### config.mk
export PLATFORM = sky130hd
export DESIGN_NAME = oven_timer_digits
export DESIGN_NICKNAME = d
export VERILOG_FILES = /design/src/rtl/oven_timer_digits.sv
export SDC_FILE = /design/constraint.sdc
export NUM_CORES = 1
export LEC_CHECK = 0
export ABC_AREA = 1
export CAP_MARGIN = 20
export CORE_ASPECT_RATIO = 0.7
export CORE_MARGIN = 5
export CORE_UTILIZATION = 62
export CTS_BUF_LIST = sky130_fd_sc_hd__clkbuf_16
export DETAILED_ROUTE_END_ITERATION = 8
export GPL_TIMING_DRIVEN = 0
export PLACE_DENSITY = 0.84
export SLEW_MARGIN = 20
export SYNTH_ARGS = -nofsm -noshare
export SYNTH_HDL_FRONTEND = slang
export SYNTH_SLANG_ARGS = --single-unit
### constraint.sdc
create_clock -name clk -period 5.7 [get_ports clk]
set_input_delay 0.855 -clock clk [delete_from_list [all_inputs] [get_ports clk]]
set_output_delay 0.855 -clock clk [all_outputs]
set_load 0.1 [all_outputs]
### src/rtl/oven_timer_digits.sv
// Oven cook-time entry and countdown engine: keypad MM:SS entry, once-per-second
// countdown while cooking, and blanked per-digit codes for the seven-segment decoders.
module oven_timer_digits #(
    parameter int TICKS_PER_SEC = 50000000,
    parameter int TICK_W        = 26
) (
    input  logic       clk,
    input  logic       reset_n,
    input  logic       key_valid,
    input  logic [3:0] key_digit,
    input  logic       start,
    input  logic       pause,
    input  logic       clear,
    input  logic       door_open,
    output logic [3:0] dig3,
    output logic [3:0] dig2,
    output logic [3:0] dig1,
    output logic [3:0] dig0,
    output logic       heating,
    output logic       done,
    output logic [2:0] state
);

    typedef enum logic [2:0] {
        IDLE   = 3'd0,
        ENTRY  = 3'd1,
        COOK   = 3'd2,
        PAUSED = 3'd3,
        DONE   = 3'd4
    } state_t;

    localparam logic [TICK_W-1:0] TICK_LAST = TICK_W'(TICKS_PER_SEC - 1);
    localparam logic [3:0]        BLANK     = 4'd11;

    state_t              cur, nxt;
    logic [3:0]          t3, t2, t1, t0;
    logic [3:0]          n3, n2, n1, n0;
    logic [TICK_W-1:0]   presc, presc_n;
    logic [15:0]         dec_t;
    logic                digit_ok, time_nz;
    logic                blank3, blank2, blank1;

    // One-second borrow chain: seconds-units, seconds-tens (wraps to 5), minutes.
    function automatic logic [15:0] dec_time(input logic [15:0] t);
        logic [3:0] a3, a2, a1, a0;
        {a3, a2, a1, a0} = t;
        if (a0 != 4'd0) begin
            a0 = a0 - 4'd1;
        end else begin
            a0 = 4'd9;
            if (a1 != 4'd0) begin
                a1 = a1 - 4'd1;
            end else begin
                a1 = 4'd5;
                if (a2 != 4'd0) begin
                    a2 = a2 - 4'd1;
                end else begin
                    a2 = 4'd9;
                    a3 = a3 - 4'd1;
                end
            end
        end
        return {a3, a2, a1, a0};
    endfunction

    always_ff @(posedge clk or negedge reset_n) begin
        if (!reset_n) begin
            cur   <= IDLE;
            t3    <= 4'd0;
            t2    <= 4'd0;
            t1    <= 4'd0;
            t0    <= 4'd0;
            presc <= '0;
        end else begin
            cur   <= nxt;
            t3    <= n3;
            t2    <= n2;
            t1    <= n1;
            t0    <= n0;
            presc <= presc_n;
        end
    end

    always_comb begin
        nxt              = cur;
        {n3, n2, n1, n0} = {t3, t2, t1, t0};
        presc_n          = presc;
        dec_t            = dec_time({t3, t2, t1, t0});
        digit_ok         = key_valid && (key_digit <= 4'd9);
        time_nz          = ({t3, t2, t1, t0} != 16'd0);

        if (clear) begin
            nxt              = IDLE;
            {n3, n2, n1, n0} = 16'd0;
            presc_n          = '0;
        end else begin
            case (cur)
                IDLE, ENTRY: begin
                    if (start && !door_open && time_nz && cur == ENTRY) begin
                        nxt     = COOK;
                        presc_n = '0;
                    end else if (!start && !pause && digit_ok) begin
                        {n3, n2, n1, n0} = {t2, t1, t0, key_digit};
                        nxt              = ENTRY;
                    end
                end
                COOK: begin
                    // Pausing holds the prescaler so the partial second is kept.
                    if (door_open || pause) begin
                        nxt = PAUSED;
                    end else if (presc == TICK_LAST) begin
                        presc_n          = '0;
                        {n3, n2, n1, n0} = dec_t;
                        if (dec_t == 16'd0) nxt = DONE;
                    end else begin
                        presc_n = presc + 1'b1;
                    end
                end
                PAUSED: begin
                    if (start && !door_open) nxt = COOK;
                end
                DONE: begin
                    if (key_valid) begin
                        nxt     = IDLE;
                        presc_n = '0;
                    end
                end
                default: nxt = IDLE;
            endcase
        end
    end

    // Leading-zero blanking ripples from the minutes-tens digit downward.
    always_comb begin
        blank3 = (t3 == 4'd0);
        blank2 = blank3 && (t2 == 4'd0);
        blank1 = blank2 && (t1 == 4'd0);
        dig3   = blank3 ? BLANK : t3;
        dig2   = blank2 ? BLANK : t2;
        dig1   = blank1 ? BLANK : t1;
        dig0   = t0;
    end

    assign heating = (cur == COOK);
    assign done    = (cur == DONE);
    assign state   = cur;

endmodule

==> results of run 1 <==
==> how the worst max path moves through the flow <==
stage	start	end	slack, ns	cells after the start
4_1_cts	t3[0]$_DFFE_PN0P_	dig1[0]	2.05	7
2_1_floorplan	state[2]$_DFFE_PN0P_	presc[14]$_DFFE_PN0P_	2.10	10
3_3_place_gp	t3[0]$_DFFE_PN0P_	dig1[1]	2.41	7
3_5_place_dp	t3[0]$_DFFE_PN0P_	dig1[0]	2.38	7
5_1_grt	t3[0]$_DFFE_PN0P_	dig1[0]	1.94	7
6_report	t3[0]$_DFFE_PN0P_	dig1[0]	2.04	7
==> synth_stat cells (3+ instances only) <==
library cell / instances / area, um^2
nand2_1: 102 / 382.9
nor2_1: 70 / 262.8
inv_1: 58 / 217.7
dfrtp_1: 45 / 1126
nand3_1: 30 / 150.1
o21ai_0: 29 / 145.1
a21oi_1: 23 / 115.1
nor2_2: 10 / 62.56
nor3_1: 10 / 50.05
nand4_1: 8 / 50.05
a22oi_1: 5 / 37.54
clkbuf_1: 5 / 18.77
inv_2: 5 / 18.77
nand2_2: 5 / 31.28
xor2_1: 5 / 43.79
buf_2: 4 / 20.02
nor3_2: 4 / 40.04
xnor2_1: 4 / 35.03
a31oi_1: 3 / 18.77
nor3b_1: 3 / 22.52
or2_2: 3 / 18.77
==> area by class of cell <==
cell class                      count  share of cell area [%]
Sequential cell                    45                   30.20
Timing Repair Buffer               31                   8.658
Inverter                           63                   6.342
Clock inverter                      3                   1.107
Tap cell                           69                   2.315
Buffer                             14                   2.181
Clock buffer                        5                   3.356
Multi-Input combinational cell    340                   45.84
==> per-stage QoR <==
| step | cell area [um^2] | util (%) |
|---|---|---|
| finish | 3729 | 76.71 |
| global route | 3729 | 76.71 |
| CTS | 3729 | 76.71 |
| detailed placement | 3562 | 73.28 |
| global placement | 3540 | 72.82 |
| floorplan | 3153 | - |
==> worst max-delay path, stage by stage (launching register included) <==
cell and delay, ns:
dfrtp_1 0.38, inv_1 0.14, ha_1 0.21, nand3_1 0.16, nor2_2 0.25, nand2_1 0.14, nand2_1 0.10, clkdlybuf4s50_1 1.14
==> registers in the layout, indices dropped and copies added, names as in the netlist <==
name and flops:
state 3, presc 26, t1 4, dig0 4, t2 4, t3 4
==> metal layers <==
layer	vias to the layer above	share of wire (%)	GRT usage, %
met3	16	11	6.182
li1	1569	-	-
met2	187	42	38.09
met4	0	1.2	5.440
met1	1500	45	42.69
met5	-	0	0
==> power groups by stage <==
stage	registers, mW	logic (mW)	clock network, mW
global route	0.432	1.22	0.348
global placement	0.425	1.12	0
CTS	0.420	1.15	0.331
detailed placement	0.425	1.14	0
finish	0.422	1.15	0.332
floorplan	0.501	0.793	0
==> cells by family (layout without fill, tap and decap cells) <==
group	Yosys count	in the layout	share of synthesized area, %
AND/OR/NAND/NOR	258	258	38.29
buffers and inverters	77	116	10.08
AO/OA/AOI/OAI	71	71	12.62
flip-flops	45	45	35.71
XOR/XNOR	9	9	2.500
adder cells (fa/ha/maj)	2	2	0.7935
==> flow_metrics.tcl, run 1 <==
set metrics [dict create \
    ir_drop_uv 691.6 \
    tns_ns 0 \
    end_kind "output pin" \
    p_seq_share_pct 22.1 \
    r2r_start "t3[0]$_DFFE_PN0P_" \
    initial_core_util_pct 64.86 \
    h-tree-depth 2 \
    whs_path_depth 2 \
    grt-ovfl-total 0 \
    fin_cells 570 \
    max_freq_ghz 0.2731 \
    drt_iter0_markers 350 \
    crit_fanout 5 \
    cts_sinks 45 \
    fillCellCount 355 \
    hold_path.class "reg2reg" \
    p_leak_nw 1.648 \
    switching_share_pct 55.91 \
    rsz0062_at_grt "false" \
    hold_viol 0 \
    firstDrtPassIters 6 \
    synth-seq-cells 45 \
    setup-violations-final 0 \
    dieWidth_um 95.24 \
    whs_endpoint "t3[3]$_DFFE_PN0P_" \
    period_minus_slack_ns 3.662 \
    yosysUniqueCellTypes 43 \
    grt_util_all_layers_pct 27.33 \
    min_from "t3[3]$_DFFE_PN0P_" \
    cts_tree "done" \
    post-route-drc-count 0 \
    yosys_warnings 0 \
    synth_cells 462 \
    synth_nets 475 \
    drive_above_1_share_pct 10.98 \
    cts_inserted_buffers 5 \
    grt_max_degree 24 \
    final_common_cell "nand2_1" \
    dieArea_um2 6635 \
    pin_count 32 \
    hold_buffers 0 \
    synth_edf_count 0 \
    power_mw 1.906 \
    async_reset_ff_share_pct 100.0 \
    root_buffer "clkbuf_16" \
    yosysSeqAreaShare_pct 35.71 \
    r2r_slack_ns 3.46 \
    outcome "finished clean" \
    post_cts_resized 0 \
    dp_worst_setup_slack_ns 2.384 \
    final_max_slew_viol_count 0 \
    nets 513 \
    clk_pin_slew_ns 0.06 \
    fin_skew_ns 0.004009 \
    multi_input_area_um2 1709 \
    dp.cells 562 \
    clk_path_buf_depth 2 \
    vias_per_cell 5.740 \
    postCtsSetupBuffers 0 \
    fin_crit_sh_pct 64.24 \
    wire_per_inst_um 15.29 \
    timing.hold.ws_ns 0.5285 \
    diodes 0 \
    final_cell_mix "nand2_1 (102), nor2_1 (70), inv_1 (58)" \
    ant_nets 0 \
    r2r_end "presc[14]$_DFFE_PN0P_" \
    rows 21 \
    worst_pin_slew_ns 0.9861 \
    fin_ws_ns 2.038 \
    crit_required_ns 4.85 \
    die_h_um 69.67 \
    seqCellArea_um2 1126 \
    switching_power_mw 1.066 \
    clkLatencyLatePin_ns 0.29 \
    ys.flop_type "dfrtp_1" \
    drv_cap 0 \
    critPathArrivalTime_ns 2.81 \
    syn_area_per_cell_um2 6.825 \
    gp_congestion 0.9768 \
    power_density_nw_per_um2 511.3 \
    worstRegToRegCells 12 \
    routed_wl_mm 8.716 \
    pwr-share-comb_pct 60.4 \
    relSlewSlack_pct 34.06 \
    intPower_mw 0.8406 \
    core_region_area_um2 4861 \
    grt_pass1_wl_mm 14.28 \
    dr_total_vias 3272 \
    path_class "reg2out" \
    critPathLaunchType "register" \
    port-buffer-count 30 \
    antenna_found_initial 0 \
    synth_area_um2 3153 \
    syn2layout_area_growth_pct 18.25 \
    hpwlAfterDp_mm 6.472 \
    grt_pass1_vias 2934 \
    pwr-share-clk_pct 17.4 \
]
No activity file was read; power rests on OpenSTA's default activity.
==> run 2: changes to the inputs <==
--- a/config.mk
+++ b/config.mk
@@ -9,11 +9,11 @@
 export CAP_MARGIN = 20
 export CORE_ASPECT_RATIO = 0.7
 export CORE_MARGIN = 5
-export CORE_UTILIZATION = 62
+export CORE_UTILIZATION = 57
 export CTS_BUF_LIST = sky130_fd_sc_hd__clkbuf_16
 export DETAILED_ROUTE_END_ITERATION = 8
 export GPL_TIMING_DRIVEN = 0
-export PLACE_DENSITY = 0.84
+export PLACE_DENSITY = 0.78
 export SLEW_MARGIN = 20
 export SYNTH_ARGS = -nofsm -noshare
 export SYNTH_HDL_FRONTEND = slang
==> constraint.sdc (replaced) <==
create_clock -name clk -period 3.6 [get_ports clk]
set_input_delay 0.54 -clock clk [delete_from_list [all_inputs] [get_ports clk]]
set_output_delay 0.54 -clock clk [all_outputs]
set_load 0.1 [all_outputs]
==> flow_metrics.tcl, run 2 (synthesized netlist as in run 1, its figures left out) <==
set metrics [dict create \
    rows 22 \
    wire_per_inst_um 15.02 \
    dieWidth_um 98.90 \
    root_buffer "clkbuf_16" \
    dieArea_um2 7143 \
    power_density_nw_per_um2 823.1 \
    syn2layout_area_growth_pct 19.21 \
    postCtsSetupBuffers 0 \
    drive_above_1_share_pct 11.18 \
    drt_iter0_markers 412 \
    intPower_mw 1.404 \
    h-tree-depth 2 \
    period_minus_slack_ns 3.331 \
    pin_count 32 \
    vias_per_cell 5.642 \
    path_class "reg2out" \
    clk_pin_slew_ns 0.06 \
    critPathArrivalTime_ns 2.79 \
    final_util_pct 70.75 \
    post-route-drc-count 0 \
    postLayoutCellArea_um2 3759 \
    gp_congestion 0.9358 \
    largest_register_ff_count 26 \
    post_cts_resized 0 \
    regMostFlops "presc" \
    die_h_um 72.23 \
    grt_util_all_layers_pct 24.94 \
    worst_pin_slew_ns 0.9851 \
    grt_pass1_vias 2949 \
    placed_area_um2 3565 \
    diodes 0 \
    final_cell_mix "nand2_1 (102), nor2_1 (70), inv_1 (58)" \
    final_common_cell "nand2_1" \
    core_region_area_um2 5313 \
    fin_ws_ns 0.2689 \
    routed_wl_mm 8.609 \
    port-buffer-count 30 \
    hold_buffers 0 \
    cts_sinks 45 \
    setup-violations-final 0 \
    ir_drop_uv 749.8 \
    firstDrtPassIters 6 \
    grt-ovfl-total 0 \
    antenna_found_initial 0 \
    p_seq_share_pct 21.7 \
    cts_inserted_buffers 5 \
    rsz0062_at_grt "false" \
    switching_share_pct 54.60 \
    pwr-share-clk_pct 19.6 \
    clkLatencyLatePin_ns 0.29 \
    outcome "finished clean" \
    cts_tree "done" \
    hold_path.class "in2async" \
    dr_total_vias 3233 \
    initial_core_util_pct 59.35 \
    clk_path_buf_depth 2 \
    fin_crit_sh_pct 92.53 \
    max_freq_ghz 0.3002 \
    ant_nets 0 \
    hold_viol 0 \
    grt_max_degree 27 \
    drv_cap 0 \
    final_max_slew_viol_count 0 \
    p_leak_nw 1.659 \
    crit_fanout 5 \
    critPathLaunchType "register" \
    dp_worst_setup_slack_ns 0.6275 \
    hpwlAfterDp_mm 6.366 \
    grt_pass1_wl_mm 14.34 \
    tns_ns 0 \
    nets 513 \
    switching_power_mw 1.689 \
    crit_required_ns 3.06 \
    end_kind "output pin" \
    fin_skew_ns 0.006128 \
    pwr-share-comb_pct 58.7 \
    relSlewSlack_pct 34.12 \
]
run 2: cell types whose count changed in the layout (fill, tap and decap cells not counted), sizes merged:
| cell | delta |
|---|---|
| inv | +1 |
| clkinv | -1 |
| clkinvlp | -1 |
| bufinv | +1 |
run 2: worst paths after layout:
kind / startpoint / cells after the start / slack, ns / end
setup / recovery: t3[0]$_DFFE_PN0P_ / 7 / 0.27 / dig1[0]
hold / removal: reset_n / 1 / 0.21 / t3[1]$_DFFE_PN0P_
setup reg to reg: t3[0]$_DFFE_PN0P_ / 12 / 1.35 / presc[14]$_DFFE_PN0P_
hold reg to reg: t3[3]$_DFFE_PN0P_ / 2 / 0.52 / t3[3]$_DFFE_PN0P_
max in group asynchronous: reset_n / 2 / 2.88 / presc[10]$_DFFE_PN0P_
min in group clk: t3[3]$_DFFE_PN0P_ / 2 / 0.52 / t3[3]$_DFFE_PN0P_
run 2: per-stage QoR:
step                hold WS (ns)  power (mW)  instances
finish                    0.2099       3.094        573
global route              0.2560       3.233        573
floorplan                 0.2444       2.051        462
CTS                       0.2308       3.079        573
global placement          0.4944       2.445        564
detailed placement        0.5005       2.469        565
run 2: power by group through the flow:
stage	sequential [mW]	clock, mW	combinational (mW)
3_5_place_dp	0.676	0	1.79
5_1_grt	0.681	0.637	1.92
2_1_floorplan	0.796	0	1.25
4_1_cts	0.667	0.610	1.80
6_report	0.671	0.605	1.82
3_3_place_gp	0.674	0	1.77
run 2: metal layers:
| metal | routed length, um | share of wire [%] | GRT usage (%) | vias to the layer above |
|---|---|---|---|---|
| met5 | 0 | 0 | 0 | - |
| met4 | 103 | 1.2 | 5.909 | 0 |
| li1 | - | - | - | 1566 |
| met3 | 785 | 9.1 | 5.956 | 14 |
| met1 | 4306 | 50 | 38.67 | 1486 |
| met2 | 3414 | 40 | 34.67 | 167 |
run 2: worst max-delay path, stage by stage, from the launching register on:
cell and delay [ns]:
dfrtp_1 0.38, inv_1 0.13, ha_1 0.20, nand3_1 0.16
nor2_2 0.25, nand2_1 0.14, nand2_1 0.10, clkdlybuf4s50_1 1.13
run 2: cell type report:
| type | count | area (um^2) |
|---|---|---|
| Clock inverter | 3 | 68.82 |
| Clock buffer | 5 | 125.1 |
| Buffer | 14 | 81.33 |
| Inverter | 63 | 236.5 |
| Timing Repair Buffer | 31 | 315.3 |
| Tap cell | 72 | 90.09 |
| Multi-Input combinational cell | 340 | 1715 |
| Fill cell | 438 | 1554 |
| Sequential cell | 45 | 1126 |
